===== src/rtl/mbist_pkg.sv =====
// Shared types and constants for the MBIST sequencer.
// MBIST_COMPLEMENT_EN adds the descending complement write/read passes.
package mbist_pkg;

  typedef enum logic [2:0] {
    IDLE,
    WRITE,
    READ,
`ifdef MBIST_COMPLEMENT_EN
    WRITE_C,
    READ_C,
`endif
    CHECK,
    DONE
  } state_t;

  localparam int         NUM_BG = 6;
  localparam logic [2:0] Q_LAST = 3'(NUM_BG - 1);

endpackage


===== src/rtl/mbist_addr_gen.sv =====
// Up/down address counter for the MBIST sequencer; `last` marks the final
// address of a pass in the current direction.
module mbist_addr_gen #(
  parameter int ADDR_W = 4
) (
  input  logic              clk,
  input  logic              rst_n,
  input  logic              load,
  input  logic [ADDR_W-1:0] load_val,
  input  logic              en,
  input  logic              down,
  output logic [ADDR_W-1:0] addr,
  output logic              last
);

  always_ff @(posedge clk or negedge rst_n) begin
    if (!rst_n)
      addr <= '0;
    else if (load)
      addr <= load_val;
    else if (en)
      addr <= down ? addr - ADDR_W'(1) : addr + ADDR_W'(1);
  end

  assign last = down ? (addr == '0) : (addr == '1);

endmodule


===== src/rtl/mbist_controller.sv =====
// MBIST sequencer: six background patterns, write pass then read/compare pass
// each, sticky fail with first-failure capture. Option: MBIST_COMPLEMENT_EN.
//
// state   | meaning
// IDLE    | waiting for start after reset
// WRITE   | ascending write of data_t
// READ    | ascending read, expected value registered for compare
// WRITE_C | descending write of ~data_t (MBIST_COMPLEMENT_EN)
// READ_C  | descending read against ~data_t (MBIST_COMPLEMENT_EN)
// CHECK   | drain cycle for the last compare, then next background or DONE
// DONE    | results held until the next start
module mbist_controller
  import mbist_pkg::*;
#(
  parameter int ADDR_W = 4,
  parameter int DATA_W = 8
) (
  input  logic              clk,
  input  logic              rst_n,
  input  logic              start,
  output logic [2:0]        q,
  input  logic [DATA_W-1:0] data_t,
  output logic [ADDR_W-1:0] mem_addr,
  output logic              mem_we,
  output logic              mem_re,
  output logic [DATA_W-1:0] mem_wdata,
  input  logic [DATA_W-1:0] mem_rdata,
  output logic              busy,
  output logic              done,
  output logic              fail,
  output logic [ADDR_W-1:0] fail_addr,
  output logic [2:0]        fail_q
);

  state_t state;

  logic              ag_load;
  logic [ADDR_W-1:0] ag_load_val;
  logic              ag_en;
  logic              ag_down;
  logic              ag_last;
  logic              start_ok;

  logic              cmp_valid;
  logic [DATA_W-1:0] cmp_exp;
  logic [ADDR_W-1:0] cmp_addr;
  logic [2:0]        cmp_q;

  assign start_ok = start && (state == IDLE || state == DONE);

  mbist_addr_gen #(.ADDR_W(ADDR_W)) u_addr_gen (
    .clk      (clk),
    .rst_n    (rst_n),
    .load     (ag_load),
    .load_val (ag_load_val),
    .en       (ag_en),
    .down     (ag_down),
    .addr     (mem_addr),
    .last     (ag_last)
  );

  // Ascending passes rely on natural wrap from N-1 back to 0.
  always_comb begin
    ag_load     = 1'b0;
    ag_load_val = '0;
    ag_en       = 1'b0;
    ag_down     = 1'b0;
    case (state)
      IDLE, DONE: ag_load = start;
      WRITE:      ag_en   = 1'b1;
`ifdef MBIST_COMPLEMENT_EN
      READ: begin
        ag_en       = 1'b1;
        ag_load     = ag_last;
        ag_load_val = '1;
      end
      WRITE_C: begin
        ag_en       = 1'b1;
        ag_down     = 1'b1;
        ag_load     = ag_last;
        ag_load_val = '1;
      end
      READ_C: begin
        ag_en   = 1'b1;
        ag_down = 1'b1;
        ag_load = ag_last;
      end
`else
      READ:       ag_en   = 1'b1;
`endif
      default: ;
    endcase
  end

  always_ff @(posedge clk or negedge rst_n) begin
    if (!rst_n) begin
      state  <= IDLE;
      q      <= 3'd0;
      busy   <= 1'b0;
      done   <= 1'b0;
      mem_we <= 1'b0;
      mem_re <= 1'b0;
    end else begin
      case (state)
        IDLE, DONE: begin
          if (start) begin
            state  <= WRITE;
            q      <= 3'd0;
            busy   <= 1'b1;
            done   <= 1'b0;
            mem_we <= 1'b1;
          end
        end
        WRITE: begin
          if (ag_last) begin
            state  <= READ;
            mem_we <= 1'b0;
            mem_re <= 1'b1;
          end
        end
        READ: begin
          if (ag_last) begin
`ifdef MBIST_COMPLEMENT_EN
            state  <= WRITE_C;
            mem_re <= 1'b0;
            mem_we <= 1'b1;
`else
            state  <= CHECK;
            mem_re <= 1'b0;
`endif
          end
        end
`ifdef MBIST_COMPLEMENT_EN
        WRITE_C: begin
          if (ag_last) begin
            state  <= READ_C;
            mem_we <= 1'b0;
            mem_re <= 1'b1;
          end
        end
        READ_C: begin
          if (ag_last) begin
            state  <= CHECK;
            mem_re <= 1'b0;
          end
        end
`endif
        CHECK: begin
          if (q == Q_LAST) begin
            state <= DONE;
            busy  <= 1'b0;
            done  <= 1'b1;
          end else begin
            state  <= WRITE;
            q      <= q + 3'd1;
            mem_we <= 1'b1;
          end
        end
        default: state <= IDLE;
      endcase
    end
  end

`ifdef MBIST_COMPLEMENT_EN
  assign mem_wdata = !mem_we ? '0 : (state == WRITE_C) ? ~data_t : data_t;
`else
  assign mem_wdata = mem_we ? data_t : '0;
`endif

  // Read data returns one cycle after the strobe, so expectations are staged.
  always_ff @(posedge clk or negedge rst_n) begin
    if (!rst_n) begin
      cmp_valid <= 1'b0;
      cmp_exp   <= '0;
      cmp_addr  <= '0;
      cmp_q     <= 3'd0;
      fail      <= 1'b0;
      fail_addr <= '0;
      fail_q    <= 3'd0;
    end else begin
      cmp_valid <= mem_re;
`ifdef MBIST_COMPLEMENT_EN
      cmp_exp   <= (state == READ_C) ? ~data_t : data_t;
`else
      cmp_exp   <= data_t;
`endif
      cmp_addr  <= mem_addr;
      cmp_q     <= q;
      if (start_ok) begin
        fail      <= 1'b0;
        fail_addr <= '0;
        fail_q    <= 3'd0;
      end else if (cmp_valid && (mem_rdata != cmp_exp)) begin
        fail <= 1'b1;
        if (!fail) begin
          fail_addr <= cmp_addr;
          fail_q    <= cmp_q;
        end
      end
    end
  end

endmodule

===== config.mk =====
export PLATFORM = sky130hd
export DESIGN_NAME = mbist_controller
export DESIGN_NICKNAME = d
export VERILOG_FILES = /design/src/rtl/mbist_pkg.sv /design/src/rtl/mbist_addr_gen.sv /design/src/rtl/mbist_controller.sv
export SDC_FILE = /design/constraint.sdc
export NUM_CORES = 1
export LEC_CHECK = 0
export ABC_AREA = 1
export ABC_CLOCK_PERIOD_IN_PS = 1650
export CELL_PAD_IN_SITES_DETAIL_PLACEMENT = 0
export CELL_PAD_IN_SITES_GLOBAL_PLACEMENT = 2
export CORE_ASPECT_RATIO = 2
export CORE_MARGIN = 4
export CORE_UTILIZATION = 27
export CTS_CLUSTER_SIZE = 28
export DETAILED_ROUTE_END_ITERATION = 10
export PLACE_DENSITY = 0.78
export SETUP_SLACK_MARGIN = 0.1
export SKIP_LAST_GASP = 1
export SYNTH_ARGS = -nofsm -noshare
export SYNTH_HDL_FRONTEND = slang
export SYNTH_SLANG_ARGS = --single-unit

===== constraint.sdc =====
create_clock -name clk -period 1.65 [get_ports clk]
set_input_delay 0.33 -clock clk [delete_from_list [all_inputs] [get_ports clk]]
set_output_delay 0.33 -clock clk [all_outputs]
set_load 0.1 [all_outputs]

==> results of run 1 <==
cell usage in the layout, fill, tap and decap left out, drive strengths merged:
cell / instances
or2: 1
xnor2: 3
dfrtp: 38
o31ai: 2
and3: 1
clkinv: 1
clkbuf: 6
nor2: 18
clkinvlp: 9
ha: 3
dlygate4sd3: 1
clkdlybuf4s50: 17
buf: 37
nand2: 70
a21oi: 6
inv: 28
nand3: 15
nor3: 1
o21bai: 1
o21ai: 5
worst paths after layout:
check	endpoint	slack, ns	cells past startpoint
hold / removal	cmp_q[1]	0.46	0
setup / recovery	mem_wdata[6]	0.08	4
setup reg to reg	state[1]	0.23	6
hold reg to reg	cmp_q[1]	0.46	0
max in group asynchronous	fail	0.67	3
min in group asynchronous	q[1]	0.52	2
metrics by stage:
step / instance area (um^2) / util (%) / hold WS, ns
floorplan: 1770 / - / 0.0344
finish: 2870 / 47.4 / 0.464
detailed placement: 2620 / 43.2 / 0.290
CTS: 2790 / 46.0 / 0.466
global placement: 2620 / 43.2 / 0.291
global route: 2870 / 47.4 / 0.484
final cells by class:
cell class,instances,area (um^2),area share [%]
timing repair buffer,55,817,28.5
clock inverter,2,12.5,0.436
sequential,38,970,33.8
clock buffer,6,139,4.84
multi-input combinational,126,663,23.1
tap,84,105,3.66
inverter,36,165,5.75
metal layers:
layer / track usage (%) / routed length (um)
met4: 5.17 / 82
met3: 2.32 / 160
met1: 10.0 / 1330
met2: 23.5 / 2560
met5: 0 / 0
kinds of logic after synthesis:
kind of cell               count (synthesis)  synth area share, %
and+or+nand+nor                          106                 27.3
buffers and inverters                     38                 8.57
DFF                                       38                 55.7
AOI/OAI and AO/OA                         14                 4.76
xor gates and xnor gates                   3                 1.54
adders and majority gates                  3                 2.20
worst max-delay path, stage by stage, from the launching register on:
cell and delay, ns:
dfrtp_4 0.48, buf_6 0.15, nand2_2 0.07, clkinvlp_4 0.09, buf_12 0.17
sequential cells by signal (all words and copies together), names as in the netlist:
| signal | cells |
|---|---|
| mem_we | 1 |
| mem_re | 1 |
| u_addr_gen.addr | 4 |
| cmp_addr | 4 |
| cmp_q | 3 |
| cmp_exp | 8 |
| q | 3 |
| done | 1 |
| fail | 1 |
| cmp_valid | 1 |
| fail_addr | 4 |
| state | 3 |
| fail_q | 3 |
| busy | 1 |
timing repair:
action,4_1_cts,5_1_grt
gates resized for setup,0,20
endpoints found under the hold margin,16,0
endpoints found under the setup margin,8,11
hold buffers,1,0
buffers inserted,1,3
==> results.py, run 1 <==
metrics = {
    "run_status": {
        "status": "completed",
    },
    "final_layout": {
        "fill_cells": 577,
        "fin_cells": 347,
        "area_growth_pct": 68.1,
        "drive_gt1_share_pct": 33.5,
        "n_antenna_cell": 0,
        "nets": 284,
    },
    "floorplan": {
        "start_util_pct": 28.2,
        "die_x_um": 64.2,
        "rows": 40,
        "die_h_um": 120,
        "pin_count": 46,
        "design.die.area_um2": 7740,
        "core-area_um2": 6060,
    },
    "global_routing": {
        "grt_pass1_vias": 1471,
        "grt_overflow_total": 0,
        "antenna_found_initial": 0,
        "grt_max_degree": 23,
        "grt_use_total_pct": 11.5,
        "grt_pass1_wl_um": 6870,
    },
    "logic_synthesis": {
        "synth_edf_count": 0,
        "ys_seq_area_share_pct": 55.7,
        "yosysWarnings": 0,
        "syn-instance-count": 202,
        "synth_top_area_share_pct": 55.7,
        "synth.distinct_cells": 24,
        "async_flop_share_pct": 100,
        "synth-seq-cells": 38,
        "syn-mean-instance-area_um2": 8.45,
        "synth_top_cell_by_area": "dfrtp_1",
        "synth_most_common_cell": "nand2_1",
        "synth_flop_cell": "dfrtp_1",
        "synthesis.nets": 224,
        "synth_area_leaders": "dfrtp_1 (56%), nand2_1 (14%), inv_1 (6.8%)",
        "synth_area_um2": 1710,
        "netlist_top_cells_count": "nand2_1 (65), dfrtp_1 (38), inv_1 (31)",
    },
    "detailed_routing": {
        "drt_iter0_markers": 19,
        "via_per_inst": 4.08,
        "drc": 0,
        "drt-wirelength-per-cell_um": 11.9,
        "drtPass1Iterations": 2,
        "vias": 1417,
        "wirelength_um": 4130,
        "drtAntennaViolNets": 0,
    },
    "critical_path": {
        "start_kind": "flop",
        "worstPathArrival_ns": 1.24,
        "worstPathMaxFanout": 5,
        "reg2reg_from": "u_addr_gen.addr[0]",
        "cp-startpoint": "mem_we",
        "crit_required_ns": 1.32,
        "critical_path_class": "reg -> out",
        "worstSetupEndpointType": "primary output",
    },
    "job": {
        "max-cap-violations": 0,
    },
    "clock_network": {
        "cts_tree": "built",
        "clock-sinks": 38,
        "cts_buffers": 5,
        "root_buffer": "clkbuf_16",
        "cts.reportedPaths.clkPinSlew_ns": 0.06,
        "clkLatencyLatePin_ns": 0.28,
        "h-tree-depth": 2,
        "cts_buffer_depth": 2,
    },
    "timing": {
        "slew_headroom_pct": 72.4,
        "worstMarginPinSlew_ns": 0.415,
        "fmax_ghz": 0.638,
        "tns_ns": 0,
        "setup_viol": 0,
        "clock_skew_ns": 0.00309,
        "layout_worst_path_cycle_share_pct": 94.9,
        "drv_slew": 0,
        "finalCriticalPeriod_ns": 1.57,
        "rsz0062_at_grt": "true",
        "layout_setup_ws_ns": 0.0837,
        "hold_violations": 0,
    },
    "min_path": {
        "min_from": "q[1]",
        "hold_class": "reg -> reg",
    },
    "place": {
        "gp_congestion": 0.750,
        "place_inst": 334,
        "dp_slack_ns": -0.0564,
        "portBuffers": 45,
        "dp_hpwl_um": 3330,
    },
}
Power of run 1 is left out: the tool's default activity adds up to more than one toggle a clock period on the data nets, which glitch-free logic cannot reach.
==> run 2, diff against run 1 <==
Settings changed: CORE_MARGIN 4 to 5.
==> run 2 against run 1 <==
Effect of this change: via count fell by 1.1%; count of clock-buffer cells in the layout did not move; worst hold slack is essentially flat; global-route usage fell by 0.69 points; wire length shrank 1.8%; die area is 4.8% higher.
==> results.py, run 2 (synthesis results as in run 1) <==
metrics = {
    "clock_network": {
        "cts_buffer_depth": 2,
        "clkLatencyLatePin_ns": 0.28,
        "clock-sinks": 38,
        "root_buffer": "clkbuf_16",
        "cts_tree": "built",
        "cts_buffers": 5,
        "cts.reportedPaths.clkPinSlew_ns": 0.06,
        "h-tree-depth": 2,
    },
    "final_layout": {
        "area_growth_pct": 65.1,
        "largest_reg_flops": 8,
        "n_antenna_cell": 0,
        "layout_commonest_cell": "nand2_1",
        "final_cell_mix": "nand2_1 (63), dfrtp_1 (29), buf_12 (28)",
        "nets": 283,
        "drive_gt1_share_pct": 31.7,
        "utilization_pct": 45.0,
        "largest-register": "cmp_exp",
    },
    "timing": {
        "rsz0062_at_grt": "true",
        "finalCriticalPeriod_ns": 1.54,
        "fmax_ghz": 0.651,
        "hold_violations": 0,
        "layout_setup_ws_ns": 0.114,
        "setup_viol": 0,
        "slew_headroom_pct": 80.4,
        "drv_slew": 0,
        "worstMarginPinSlew_ns": 0.294,
        "layout_worst_path_cycle_share_pct": 93.1,
        "clock_skew_ns": 0.00351,
    },
    "detailed_routing": {
        "drtPass1Iterations": 4,
        "drtAntennaViolNets": 0,
        "drc": 0,
        "drt-wirelength-per-cell_um": 11.7,
        "drt_iter0_markers": 36,
        "wirelength_um": 4060,
        "via_per_inst": 4.03,
        "vias": 1402,
    },
    "global_routing": {
        "grt_pass1_vias": 1363,
        "grt_use_total_pct": 10.8,
        "grt_overflow_total": 0,
        "antenna_found_initial": 0,
        "grt_max_degree": 20,
        "grt_pass1_wl_um": 6570,
    },
    "run_status": {
        "status": "completed",
    },
    "floorplan": {
        "pin_count": 46,
        "design.die.area_um2": 8110,
        "core-area_um2": 6260,
        "rows": 41,
        "die_h_um": 122,
        "start_util_pct": 27.3,
        "die_x_um": 66.2,
    },
    "critical_path": {
        "crit_required_ns": 1.32,
        "critical_path_class": "reg -> out",
        "worstPathArrival_ns": 1.21,
        "start_kind": "flop",
        "worstPathMaxFanout": 10,
        "worstSetupEndpointType": "primary output",
        "reg2reg_from": "u_addr_gen.addr[1]",
        "cp-startpoint": "mem_we",
    },
    "place": {
        "gp_congestion": 0.694,
        "dp_hpwl_um": 3280,
        "dp_slack_ns": -0.0453,
        "portBuffers": 45,
    },
    "job": {
        "max-cap-violations": 0,
    },
    "min_path": {
        "hold_class": "in -> async",
    },
}
run 2: changes by cell type in the layout (fill, tap and decap cells not counted), sizes merged:
cell  delta
buf      -1
run 2: repair_timing:
item,4_1_cts,5_1_grt
hold buffers,1,0
hold endpoints to repair,9,0
gates resized for setup,0,5
buffers inserted,2,0
pin swaps,0,1
endpoints found under the setup margin,8,10
run 2: path summary, 6_finish.rpt:
| check | slack, ns | endpoint | cells after the start |
|---|---|---|---|
| max | 0.11 | mem_wdata[6] | 3 |
| min | 0.46 | cmp_exp[6] | 2 |
| max reg2reg | 0.25 | mem_we | 6 |
| min reg2reg | 0.47 | cmp_q[2] | 0 |
| max in group asynchronous | 0.73 | u_addr_gen.addr[1] | 3 |
| min in group clk | 0.47 | cmp_q[2] | 0 |
run 2: metrics by stage:
| step | area, um^2 | instances | setup TNS (ns) | hold WS [ns] |
|---|---|---|---|---|
| finish | 2820 | 348 | 0 | 0.463 |
| global route | 2820 | 348 | 0 | 0.491 |
| CTS | 2800 | 348 | 0 | 0.471 |
| detailed placement | 2630 | 337 | -0.279 | 0.235 |
| global placement | 2630 | 337 | -0.201 | 0.235 |
| floorplan | 1770 | 202 | 0 | 0.0344 |
run 2: critical path, stage by stage (launching register included):
cell and delay, ns:
dfrtp_4 0.53, nand2_1 0.12, clkinvlp_4 0.10, buf_12 0.17
run 2: per-layer routing:
metal | track usage, % | wire (um) | up-vias
met4 | 5.73 | 106 | 0
met1 | 10.3 | 1410 | 638
li1 | - | - | 725
met2 | 21.0 | 2390 | 33
met3 | 1.65 | 151 | 6
met5 | 0 | 0 | -
run 2: layout make-up:
class                           instances  area, um^2
Multi-Input combinational cell        126         627
Clock inverter                          2        12.5
Timing Repair Buffer                   54         798
Tap cell                               86         108
Fill cell                             650        3440
Sequential cell                        38         970
Clock buffer                            6         139
Inverter                               36         165
Power of run 2 is left out for the same reason.
==> edit: new RTL, flow settings as in run 1 <==
The option `MBIST_COMPLEMENT_EN` is turned on by a define.
--- a/src/rtl/mbist_pkg.sv
+++ b/src/rtl/mbist_pkg.sv
@@ -1,5 +1,7 @@
 // Shared types and constants for the MBIST sequencer.
 // MBIST_COMPLEMENT_EN adds the descending complement write/read passes.
+`define MBIST_COMPLEMENT_EN
+
 package mbist_pkg;
 
   typedef enum logic [2:0] {
Check against the original RTL: no difference found for any inputs over 10 cycles, from zero or initial values and one cycle with rst_n low; that may be too few to reach the edited logic, so the function may still have changed.
==> edit against run 1 <==
The run now ends with negative setup slack left. Routed wire length up 46%. Cell area rose by 32%. Worst setup slack lost 280 ps. Sequential share of layout area is 8.0 points lower. Area after synthesis grew 20%. Clock skew increased by 1.8 ps. Sequential cell count unchanged. Critical path type unchanged. Largest cell class is now multi-input gates.
Power is left out: it rests on default switching activity, and per cell area and clock period it moved more than threefold.
==> edit: results (changes against run 1) <==
- Status: complete, but fails checks
- Failing checks: negative setup slack
- Global Route Usage Sum: 13.45% (+2.0 points)
- Synth Area in XOR/XNOR: 7.247% (+5.7 points)
- Max H-tree Level: 2 (unchanged)
- Slew margin rel.: 71.76% (-0.59 points)
- HPWL Detailed: 4608 µm (+39%)
- Final setup fails: 20 (+20)
- Vias in the first global route: 2100 (+43%)
- R2R Path End: u_addr_gen.addr[2]
- Register-to-register path setup slack: -150 ps (-380 ps)
- Most area-consuming cells after synthesis: dfrtp_1 46%, nand2_1 15%, inv_1 6.0%
- CP arrival: 1520 ps (+280 ps)
- CP Max Fanout: 7 (+2)
- Worst Setup SP: state[0]
- Initial detailed-routing violation count: 88 (+69)
- Compound-Gate Fraction of Synth Area: 8.161% (+3.4 points)
- Commonest cells in the synthesized netlist: 80 x nand2_1, 38 x dfrtp_1, 33 x inv_1, 18 x nand3_1, 14 x o21ai_0
- R2R depth: 10 (+4)
- Final Wtd Congestion: 0.8418 (+12%)
- Global-route wire length before repair: 9880 µm (+44%)
- Post-Synth Adder-Cell Area: 3.410% (+1.2 points)
- Clk Latency, worst-skew pair: 280 ps (about the same)
- Register area share after synthesis: 46.29% (-9.4 points)
- Nets: 377 (+33%)
- Post-route setup slack: -199.8 ps (-283.5 ps)
- Syn nets: 282 (+26%)
- N_diodes: 0 (unchanged)
- Mean routed wirelength per cell: 13.53 µm (+14%)
- Worst Skew: 4.854 ps (+1.760 ps)
- Yosys cell types: 27 (+13%)
- Fraction of layout instances using a drive strength above 1: 41.53% (+8.1 points)
- Drt first pass iters: 4 (+2)
- DP Area: 0.003287 mm² (+26%)
- Via count: 2004 (+41%)
edit: layout make-up:
cell class,instances,area [µm²]
Tap cell,92,115.1
Clock buffer,6,138.9
Inverter,37,148.9
Sequential cell,38,979.7
Clock inverter,2,60.06
Timing Repair Buffer,93,1156
Multi-Input combinational cell,178,1200
Fill cell,673,3523
edit: how the worst min path moves through the flow:
stage / to / cells past startpoint / startpoint / slack (ps)
floorplan: busy / 0 / rst_n / 30
detailed placement: fail_addr[1] / 1 / rst_n / 290
global placement: fail_addr[1] / 1 / rst_n / 290
global route: cmp_valid / 0 / mem_re / 500
CTS: cmp_q[1] / 0 / q[1] / 500
finish: cmp_valid / 0 / mem_re / 490
edit: per-stage QoR:
stage | utilization (%) | cells | hold WS, ps | setup TNS, ps | worst slack [ps]
floorplan | - | 258 | 34.41 | -1378 | -182.5
global placement | 44.89 | 427 | 287.7 | -1300 | -119.8
detailed placement | 44.89 | 427 | 293.1 | -1727 | -147.9
CTS | 48.99 | 442 | 496.1 | -1404 | -178.7
global route | 51.88 | 446 | 502.5 | -3607 | -247.8
finish | 51.88 | 446 | 488.0 | -1786 | -199.8
edit: what timing repair did:
item,4_1_cts,5_1_grt
endpoints found under the setup margin,14,28
pin swaps,0,12
cloned,0,1
hold endpoints to repair,16,0
setup buffers,6,3
hold buffers,1,0
resized for setup,18,44
edit: layer usage:
layer | up-vias | share of wire (%) | wire length (µm) | global-route usage, %
li1 | 993 | - | - | -
met1 | 963 | 31 | 1893 | 12.16
met2 | 34 | 62 | 3771 | 27.55
met3 | 14 | 3.4 | 206 | 2.982
met4 | 0 | 2.7 | 162 | 5.224
met5 | - | 0 | 0 | 0
edit: critical path, stage by stage, from the launching register on:
cell and delay (ps):
dfrtp_2 450, nand3_4 140, buf_12 130, buf_6 130
o21ai_4 60, a21oi_4 140, buf_12 190
edit: kinds of logic after synthesis:
group,after synthesis
simple gates,125
buf+inv,42
flops,38
compound gates,31
xor+xnor,17
fa+ha+maj,5
